## src/rtl/led_cube_pkg.sv

```systemverilog
// led_cube_pkg: shared states, geometry and bus widths for the LED cube frame scanner.
package led_cube_pkg;
  typedef enum logic [1:0] {IDLE, LOAD, SHOW} state_t;
  localparam int NUM_LAYERS = 8;
  localparam int LATCHES_PER_LAYER = 8;
  localparam int ADDR_W = 6;
  localparam int DATA_W = 8;
endpackage

```

## src/rtl/led_cube_layer_pwm.sv

```systemverilog
// led_cube_layer_pwm: layer display window counter and brightness PWM compare.
module led_cube_layer_pwm #(
  parameter int LAYER_TIME = 4096
) (
  input  logic       clk,
  input  logic       rst,
  input  logic       clear,
  input  logic       enable,
  input  logic [3:0] brightness,
  output logic       layer_on,
  output logic       window_done
);
  localparam int CW = $clog2(LAYER_TIME);
  localparam int STEP = LAYER_TIME / 16;
  logic [CW-1:0] cnt_q, cnt_d;
  always_comb begin
    window_done = enable && cnt_q == CW'(LAYER_TIME - 1);
    cnt_d = (clear || !enable || window_done) ? '0 : cnt_q + CW'(1);
    layer_on = enable && (32'(cnt_q) / STEP <= 32'(brightness));
  end
  always_ff @(posedge clk or posedge rst)
    if (rst) cnt_q <= '0;
    else cnt_q <= cnt_d;
endmodule

```

## src/rtl/led_cube_single_frame.sv

```systemverilog
// led_cube_single_frame: scans an 8x8x8 frame into column latches, then shows each layer with PWM.
module led_cube_single_frame
  import led_cube_pkg::*;
#(
  parameter int LAYER_TIME = 4096
) (
  input  logic                         clk,
  input  logic                         rst,
  input  logic                         start,
  input  logic                         stop,
  output logic                         done,
  output logic [ADDR_W-1:0]            addr,
  input  logic [DATA_W-1:0]            data_to_latch,
  input  logic [3:0]                   brightness,
  output logic [NUM_LAYERS-1:0]        Layers,
  output logic [LATCHES_PER_LAYER-1:0] Latches,
  output logic [DATA_W-1:0]            Data
);
  state_t state_q, state_d;
  logic [2:0] layer_q, layer_d, latch_q, latch_d;
  logic [1:0] phase_q, phase_d;
  logic [DATA_W-1:0] data_q, data_d;
  logic done_q, done_d;
  logic layer_on, window_done;
  led_cube_layer_pwm #(.LAYER_TIME(LAYER_TIME)) u_pwm (
    .clk(clk),
    .rst(rst),
    .clear(start),
    .enable(state_q == SHOW),
    .brightness(brightness),
    .layer_on(layer_on),
    .window_done(window_done)
  );
  always_comb begin
    state_d = state_q;
    layer_d = layer_q;
    latch_d = latch_q;
    phase_d = phase_q;
    data_d = data_q;
    done_d = 1'b0;
    if (stop) begin
      state_d = IDLE;
      layer_d = '0;
      latch_d = '0;
      phase_d = '0;
      data_d = '0;
    end else if (start) begin
      state_d = LOAD;
      layer_d = '0;
      latch_d = '0;
      phase_d = '0;
    end else if (state_q == LOAD) begin
      phase_d = phase_q + 2'd1;
      data_d = phase_q == 2'd1 ? data_to_latch : data_q;
      latch_d = phase_q == 2'd3 ? latch_q + 3'd1 : latch_q;
      state_d = (phase_q == 2'd3 && latch_q == 3'd7) ? SHOW : LOAD;
    end else if (window_done) begin
      state_d = LOAD;
      layer_d = layer_q + 3'd1;
      done_d = layer_q == 3'd7;
    end
  end
  always_ff @(posedge clk or posedge rst)
    if (rst) begin
      state_q <= IDLE;
      layer_q <= '0;
      latch_q <= '0;
      phase_q <= '0;
      data_q <= '0;
      done_q <= 1'b0;
    end else begin
      state_q <= state_d;
      layer_q <= layer_d;
      latch_q <= latch_d;
      phase_q <= phase_d;
      data_q <= data_d;
      done_q <= done_d;
    end
  // Outputs decode from state so an async reset blanks them within the same cycle.
  assign addr = state_q != IDLE ? {layer_q, latch_q} : '0;
  assign Latches = (state_q == LOAD && phase_q == 2'd2) ? LATCHES_PER_LAYER'(1) << latch_q : '0;
  assign Layers = layer_on ? NUM_LAYERS'(1) << layer_q : '0;
  assign Data = data_q;
  assign done = done_q;
endmodule

```

## config.mk

```make
export PLATFORM = sky130hd
export DESIGN_NAME = led_cube_single_frame
export DESIGN_NICKNAME = d
export VERILOG_FILES = /design/src/rtl/led_cube_pkg.sv /design/src/rtl/led_cube_layer_pwm.sv /design/src/rtl/led_cube_single_frame.sv
export SDC_FILE = /design/constraint.sdc
export NUM_CORES = 1
export LEC_CHECK = 0
export CAP_MARGIN = 40
export CORE_MARGIN = 10
export CORE_UTILIZATION = 51
export CTS_BUF_LIST = sky130_fd_sc_hd__clkbuf_4 sky130_fd_sc_hd__clkbuf_8
export CTS_CLUSTER_SIZE = 30
export DETAILED_ROUTE_END_ITERATION = 8
export PLACE_DENSITY = 0.82
export SLEW_MARGIN = 40
export SYNTH_ARGS = -nofsm -noshare
export SYNTH_HDL_FRONTEND = slang
export SYNTH_SLANG_ARGS = --single-unit
```

## constraint.sdc

```tcl
create_clock -name clk -period 2.1 [get_ports clk]
set_input_delay 0.42 -clock clk [delete_from_list [all_inputs] [get_ports clk]]
set_output_delay 0.42 -clock clk [all_outputs]
set_load 0.02 [all_outputs]
```

# --- Word-level counts from Yosys, hierarchy flattened ---
# Cells that the tools add are included.
totals:
  input_bits: 16
  register_bits: 31
classes:
  n_shift: 2
  reduce_logical: 17
  n_lt_le_gt_ge: 1
  mux: 28
  addsub: 4
  n_eq_ne: 10
op_table:
  columns: ["operator", "n"]
  rows:
  - ["2-to-1 mux 8 bit", 6]
  - ["2-to-1 mux 3 bit", 8]
  - ["2-to-1 mux 2 bit", 8]
  - ["<< shifter 1 x 3 -> 8 bit (first input constant)", 2]
  - ["adder 12 x 1 -> 12 bit (second input constant)", 1]
  - ["== test 12 bit (second input constant)", 1]
  - ["2-to-1 mux 12 bit", 1]
  - ["nonzero test 3 bit", 3]
  - ["adder 3 x 1 -> 3 bit (second input constant)", 2]
  - ["== test 2 bit (second input constant)", 3]
  - ["== test 3 bit (second input constant)", 2]
  - ["2-to-1 mux 6 bit", 1]
  - ["nonzero test 2 bit", 3]
  - ["== test 2 x 1 -> 1 bit (second input constant)", 2]
  - ["<= comparator 4 bit", 1]
  - ["logical AND 1 bit", 4]
  - ["2-to-1 mux 1 bit", 4]
  - ["AND reduction 2 bit", 2]
  - ["nonzero test 4 bit", 1]
  - ["!= test 3 bit (second input constant)", 1]
  - ["AND reduction 3 bit", 1]
  - ["adder 2 x 1 -> 2 bit (second input constant)", 1]
  - ["logical OR 1 bit", 2]
  - ["!= test 2 x 1 -> 1 bit (second input constant)", 1]
  - ["zero test 1 bit", 1]

# --- Depth between registers and ports, before layout ---
# Gate-level depths: netlist of run 1.
depth:
  ltp_word: 6
  mapped_depth: 6
  ltp_nobuf: 5

# --- Hierarchy ---
# A second synthesis of run 1 with hierarchy kept.
hier_totals:
  hier_cells: 201
  hier_area_um2: 1884.3
by_module_without_submodules:
  columns: ["module", "n_inst", "seq_area_each_um2", "cells_per_inst", "area_per_inst_um2"]
  rows:
  - ["led_cube_single_frame", 1, 475.5, 126, 1189.9]
  - ["led_cube_layer_pwm", 1, 300.3, 75, 694.4]

# --- Worst setup path before layout of run 1 ---
# No wires, ideal clock.
synth_timing:
  kind: "input-to-output"
  from: "input brightness[2]"
  to: "output Layers[0]"
  setup_slack_ps: 134
  arrival_time_ps: 1546
  required_time_ps: 1680
  path_stages: 5
  path_cell_list: "inv_1 ha_1 a21oi_1 o221ai_1 a21oi_1"
synth_between:
  elab_chain_len: 3
synth_lines:
  columns: ["element", "line_no", "text"]
  rows:
  - ["start: declaration", "led_cube_single_frame.sv:14", "input logic [3:0] brightness,"]
  - ["<= comparator 4 bit", "led_cube_layer_pwm.sv:19", "layer_on = enable && (32'(cnt_q) / STEP <= 32'(brightness));"]
  - ["logical AND 1 bit", "led_cube_layer_pwm.sv:19", null]
  - ["2-to-1 mux 8 bit", "led_cube_single_frame.sv:82", "assign Layers = layer_on ? NUM_LAYERS'(1) << layer_q : '0;"]
  - ["end: declaration", "led_cube_single_frame.sv:15", "output logic [NUM_LAYERS-1:0] Layers,"]
# Every way passes these cells.

# --- Worst setup path after layout of run 1 ---
layout_timing:
  from: "register u_pwm.cnt_q[10]"
  to: "output Layers[7]"
layout_between:
  elab_chain_len: 3
layout_lines:
  columns: ["element", "line_no", "text"]
  rows:
  - ["start: declaration", "led_cube_layer_pwm.sv:15", "logic [CW-1:0] cnt_q, cnt_d;"]
  - ["start signal: assignment", "led_cube_layer_pwm.sv:23", "else cnt_q <= cnt_d;"]
  - ["<= comparator 4 bit", "led_cube_layer_pwm.sv:19", null]
  - ["logical AND 1 bit", "led_cube_layer_pwm.sv:19", null]
  - ["2-to-1 mux 8 bit", "led_cube_single_frame.sv:82", null]
# Every way passes these cells.

==> metrics.yaml, run 1 <==
insertion_delay_ns: 0.28
yosysTopAreaCellShare: 0.393
finalHoldViolCount: 0
grtUsageTotal: 0.154
setup_violations: 8
final_cell_area_um2: 2790
netSwitchingPower_w: 0.000282
die_w_um: 82.2
via_count: 1800
vias_per_cell: 5.56
cts_root_buf: "clkbuf_8"
n_antenna_cell: 0
dpl_cell_area_um2: 2580
cts-buffers-inserted: 5
cts.sinks: 31
r2r_setup_slack_ns: 0.27
drive_gt1_frac: 0.239
grt_remaining_overflow: 0
report.final.slew_viol_count: 0
clock_power_share: 0.455
cts_buffer_depth: 2
synth_area_leader_cell: "dfrtp_1"
cp_max_fo: 8
htreeDepth: 2
wl_per_cell_um: 16.0
sw_frac_of_total: 0.213
grt_pass1_wl_um: 8200
syn_area_per_cell_um2: 9.32
p_total_w: 0.00132
worstHoldPathType: "input port to async pin"
worstPathRequired_ns: 1.68
grt_max_degree: 32
synth_nets: 248
busiest_layer: "met2"
seq_area_frac_synth: 0.393
violations: "setup timing"
setup_ws_ns: -0.0395
path_cells: "ha_4, a21oi_4, o221ai_4, a21oi_2, buf_4"
pwr-share-seq: 0.458
use_met2: 0.276
ctsHoldBuffers: 0
yosys_warnings: 0
finalWirelength_um: 5190
tritoncts: "yes"
area_growth_pct: 41.3
path_class: "register to output pin"
drc: 0
cp-start-kind: "register"
max-slew-margin-rel: 0.542
ir_worst_vdd_v: 0.000514
antenna_found_initial: 0
die_height_um: 82.2
internal_power_w: 0.00104
cp.arrival_ns: 1.72
syn_area_um2: 1980
synthesis.instances: 212
core_um2: 3720
drt-initial-drc-count: 137
post-dp-hpwl_um: 3630
grt_pass1_vias: 1696
rows: 22
clk_pin_slew_worst_paths_ns: 0.07
comb_power_share: 0.087
grtUsageMet3: 0.0356
gp_congestion: 0.853
p_leak_nw: 1.33
ys_ff_latch: 31
use_met1: 0.176
clock_skew_ns: 0.00545
finalSetupTns_ns: -0.151
status: "complete, but fails checks"
post-route-min-period_ns: 2.14
drtAntennaViolNets: 0
cp-end-kind: "output pin"
dr.pass1.iters: 4
fin_hold_ws_ns: 0.523
place.port_buffers: 46
powerDensity_nw_per_um2: 474
rsz0062_at_grt: "true"
worst_path_max_delay_cell: "dfrtp_1"
io_pins: 47
start_util: 0.532
dieArea_um2: 6760
synth_area_leaders: "dfrtp_1, ha_1, mux2i_1, nor2_1, a21oi_1"
final_nets: 311
synth_cell_types: 41
slowest_delay_ns: 0.41
period_share: 1.02
maxCapViolations: 0
timing.fmax_mhz: 467
fillers: 269
worst-slew-pin-transition_ns: 0.682
[cells in the final DEF (no fill, tap or decap), drive strengths merged, types with 2 or more instances in the layout]
cell type      synthesis  routed
o311ai                 2       2
mux2i                 11      11
nor2                  24      24
ha                    20      20
a21oi                 17      17
clkbuf                 3      13
o31ai                  3       3
nand3b                 3       3
buf                    4      25
o21ai                  3       3
nor3                   5       5
o21a                   2       2
clkdlybuf4s50          0      21
and4                   2       2
inv                   18      18
nand3                 13      13
dfrtp                 31      31
nor2b                  2       2
dlymetal6s2s           0       6
nand4                  6       6
or2                    2       2
and3                   9       9
xor2                   2       2
xnor2                  3       3
nand2                 12      12
or4                    2       2
or3                    3       3
dlygate4sd2            0       3
[metrics by stage]
| stage | setup WS, ns | utilization | cells |
|---|---|---|---|
| 2_1_floorplan | 0.134 | - | 212 |
| 3_3_place_gp | -0.764 | 0.695 | 315 |
| 3_5_place_dp | -0.861 | 0.695 | 315 |
| 4_1_cts | 0.00546 | 0.745 | 323 |
| 5_1_grt | -0.0955 | 0.751 | 324 |
| 6_report | -0.0395 | 0.751 | 324 |
[worst max-delay path, delay by kind of cell, from the launching register on]
| kind | cells | cell delay (ns) |
|---|---|---|
| flops | 1 | 0.41 |
| compound gates | 3 | 0.53 |
| buf+inv | 1 | 0.18 |
| fa+ha+maj | 1 | 0.31 |
[cell type report]
cell class,count,area [µm²],area share
multi-input cells,156,1200,0.431
flip-flops and latches,31,776,0.278
repair buffers,63,567,0.203
clock buffers,6,82.6,0.0296
inverters,18,67.6,0.0242
well taps,48,60.1,0.0215
clock inverters,2,35.0,0.0126
[routing by layer]
metal	part of all wire	wire length, µm	vias up
li1	-	-	880
met1	0.40	2100	852
met2	0.52	2680	58
met3	0.060	310	10
met4	0.020	104	0
met5	0	0	-
[what timing repair did]
action	in CTS	in global routing
pin swaps	8	6
endpoints found under the setup margin	16	22
resized for setup	71	28
cloned	0	0
setup buffers	0	1
[state kept, by name, summed over array words and instances, names as in the netlist]
register,cells
done,1
u_pwm.cnt_q,12
phase_q,2
state_q,2
layer_q,3
Data,8
latch_q,3
[cells in the mapped netlist, drive strengths merged]
cell type / n
clkbuf: 3
nand3b: 3
o31ai: 3
nand4: 6
o21a: 2
or3: 3
o311ai: 2
a211oi: 1
nor4bb: 1
nand3: 13
nand2: 12
or4: 2
a41oi: 1
nor3b: 1
xnor2: 3
ha: 20
dfrtp: 31
o31a: 1
or2: 2
and3: 9
a31o: 1
nor2: 24
a311oi: 1
nor3: 5
a21oi: 17
o21ai: 3
inv: 18
and2: 1
nor4: 1
o221ai: 1
mux2i: 11
and4: 2
xor2: 2
nor2b: 2
buf: 4
[power groups by stage]
stage / Clock, W / Combinational [W] / Sequential (W)
after global placement: 0 / 0.000100 / 0.000616
after floorplan: 0 / 0.0000437 / 0.000618
after detailed placement: 0 / 0.000103 / 0.000616
final: 0.000602 / 0.000115 / 0.000605
after global routing: 0.000639 / 0.000126 / 0.000605
after CTS: 0.000614 / 0.000115 / 0.000605
[logic make-up after synthesis]
| logic type | count (synthesis) | synth area share |
|---|---|---|
| AND/OR/NAND/NOR | 87 | 0.243 |
| flip-flops | 31 | 0.393 |
| adder cells (fa/ha/maj) | 20 | 0.127 |
| AO/OA/AOI/OAI | 33 | 0.104 |
| XOR/XNOR | 5 | 0.0222 |
| multiplexers | 11 | 0.0557 |
| buffers and inverters | 25 | 0.0551 |
[final timing paths]
| kind | startpoint | to | cells after the start |
|---|---|---|---|
| worst max register to register | u_pwm.cnt_q[0] | u_pwm.cnt_q[3] | 4 |
| worst max-delay path | u_pwm.cnt_q[10] | Layers[7] | 5 |
| worst min-delay path | rst | u_pwm.cnt_q[7] | 3 |
| max in group asynchronous | rst | u_pwm.cnt_q[4] | 3 |
| min in group clk | Data[0] | Data[0] | 2 |
| worst min register to register | Data[0] | Data[0] | 2 |
Power figures use the tool's default switching activity.
==> run 2: changes to the inputs <==
- PLACE_DENSITY: 0.82 -> 0.83
- SLEW_MARGIN: 40 -> 20
==> metrics.yaml, run 2 (synthesized netlist as in run 1, its figures left out) <==
wl_met2_um: 2440
highest_layer: "met4"
start_util: 0.532
critical_path.startpoint: "u_pwm.cnt_q[10]"
cp.arrival_ns: 1.68
largest_register_ffs: 12
setup_violations: 0
grt_remaining_overflow: 0
cts_root_buf: "clkbuf_8"
cts_buffer_depth: 2
via_count: 1766
post-dp-hpwl_um: 3610
antenna_found_initial: 0
netSwitchingPower_w: 0.000288
multiInputGateArea_um2: 1210
internal_power_w: 0.00104
io_pins: 47
worst-slew-pin-transition_ns: 0.700
grtUsageTotal: 0.148
rsz0062_at_grt: "true"
timing.fmax_mhz: 476
powerDensity_nw_per_um2: 476
report.final.slew_viol_count: 0
wl_met1_um: 2200
grt_pass1_wl_um: 8120
r2r_setup_slack_ns: 0.27
insertion_delay_ns: 0.28
post-route-min-period_ns: 2.10
drtAntennaViolNets: 0
sw_frac_of_total: 0.217
area_growth_pct: 40.9
status: "completed"
pwr-share-seq: 0.457
core_um2: 3720
top_register: "u_pwm.cnt_q"
grt_pass1_vias: 1704
cts.sinks: 31
rows: 22
maxCapViolations: 0
worstHoldPathType: "input port to async pin"
drive_gt1_frac: 0.240
dieArea_um2: 6760
period_share: 1.00
grt_max_degree: 32
wl_per_cell_um: 15.6
r2r-start: "u_pwm.cnt_q[0]"
die_w_um: 82.2
cp_max_fo: 8
ir_worst_vdd_v: 0.000398
final_cell_mix: "dfrtp_1, clkdlybuf4s50_1, nor2_1"
place_ws_ns: -0.731
drt-initial-drc-count: 117
cp-end-kind: "output pin"
clock_skew_ns: 0.00476
finalWirelength_um: 5030
layout_commonest_cell: "dfrtp_1"
finalHoldViolCount: 0
die_height_um: 82.2
htreeDepth: 2
cp-start-kind: "register"
cts-buffers-inserted: 5
final_nets: 310
max-slew-margin-rel: 0.529
p_leak_nw: 1.22
worstPathRequired_ns: 1.68
met3WireLength_um: 336
clk_pin_slew_worst_paths_ns: 0.07
fillers: 267
regArea_um2: 777
dr.pass1.iters: 4
place.port_buffers: 46
comb_power_share: 0.082
finish.utilization: 0.749
ctsHoldBuffers: 0
n_antenna_cell: 0
vias_per_cell: 5.47
setup_ws_ns: 0.0000697
clock_power_share: 0.462
path_class: "register to output pin"
tritoncts: "yes"
gp_congestion: 0.797
drc: 0
run 2: per-stage QoR:
| step | TNS (ns) | hold slack, ns | total power (W) | area, µm² | instances |
|---|---|---|---|---|---|
| 2_1_floorplan | 0 | 0.488 | 0.000662 | 1980 | 212 |
| 3_3_place_gp | -5.61 | 0.502 | 0.000714 | 2570 | 314 |
| 3_5_place_dp | -5.74 | 0.513 | 0.000716 | 2570 | 314 |
| 4_1_cts | 0 | 0.521 | 0.00133 | 2760 | 322 |
| 5_1_grt | -0.316 | 0.549 | 0.00137 | 2780 | 323 |
| 6_report | 0 | 0.512 | 0.00133 | 2780 | 323 |
run 2: layout make-up:
class,instances,share of cell area
multi-input combinational,156,0.433
clock buffer,6,0.0297
timing repair buffer,62,0.200
inverter,18,0.0243
tap,48,0.0216
clock inverter,2,0.0126
sequential,31,0.279
run 2: path summary, 6_finish.rpt:
path / to / cells after the start
max: Layers[6] / 6
min: Data[3] / 3
max reg2reg: u_pwm.cnt_q[2] / 4
min reg2reg: Data[1] / 2
max in group asynchronous: state_q[0] / 3
min in group clk: Data[1] / 2
run 2: critical path, stage by stage, from the launching register on:
cell and delay, ns:
dfrtp_1 0.42, ha_4 0.30, a21oi_2 0.05, o221ai_2 0.19, buf_6 0.19, a21oi_2 0.07, buf_4 0.16
run 2: per-layer routing:
layer,global-route usage,vias to the layer above
li1,-,872
met1,0.188,838
met2,0.248,51
met3,0.0259,5
met4,0.0510,0
met5,0,-
run 2: what timing repair did:
item / in CTS / in global routing
pin swaps: 7 / 6
resized for setup: 77 / 19
setup endpoints to repair: 22 / 16
gates cloned: 0 / 0
setup buffers: 0 / 1
run 2: power by group through the flow:
stage          Clock, W  Sequential (W)  Combinational, W
2_1_floorplan         0        0.000618         0.0000437
3_3_place_gp          0        0.000616         0.0000979
3_5_place_dp          0        0.000616         0.0000998
4_1_cts        0.000618        0.000605          0.000108
5_1_grt        0.000643        0.000606          0.000119
6_report       0.000612        0.000605          0.000108
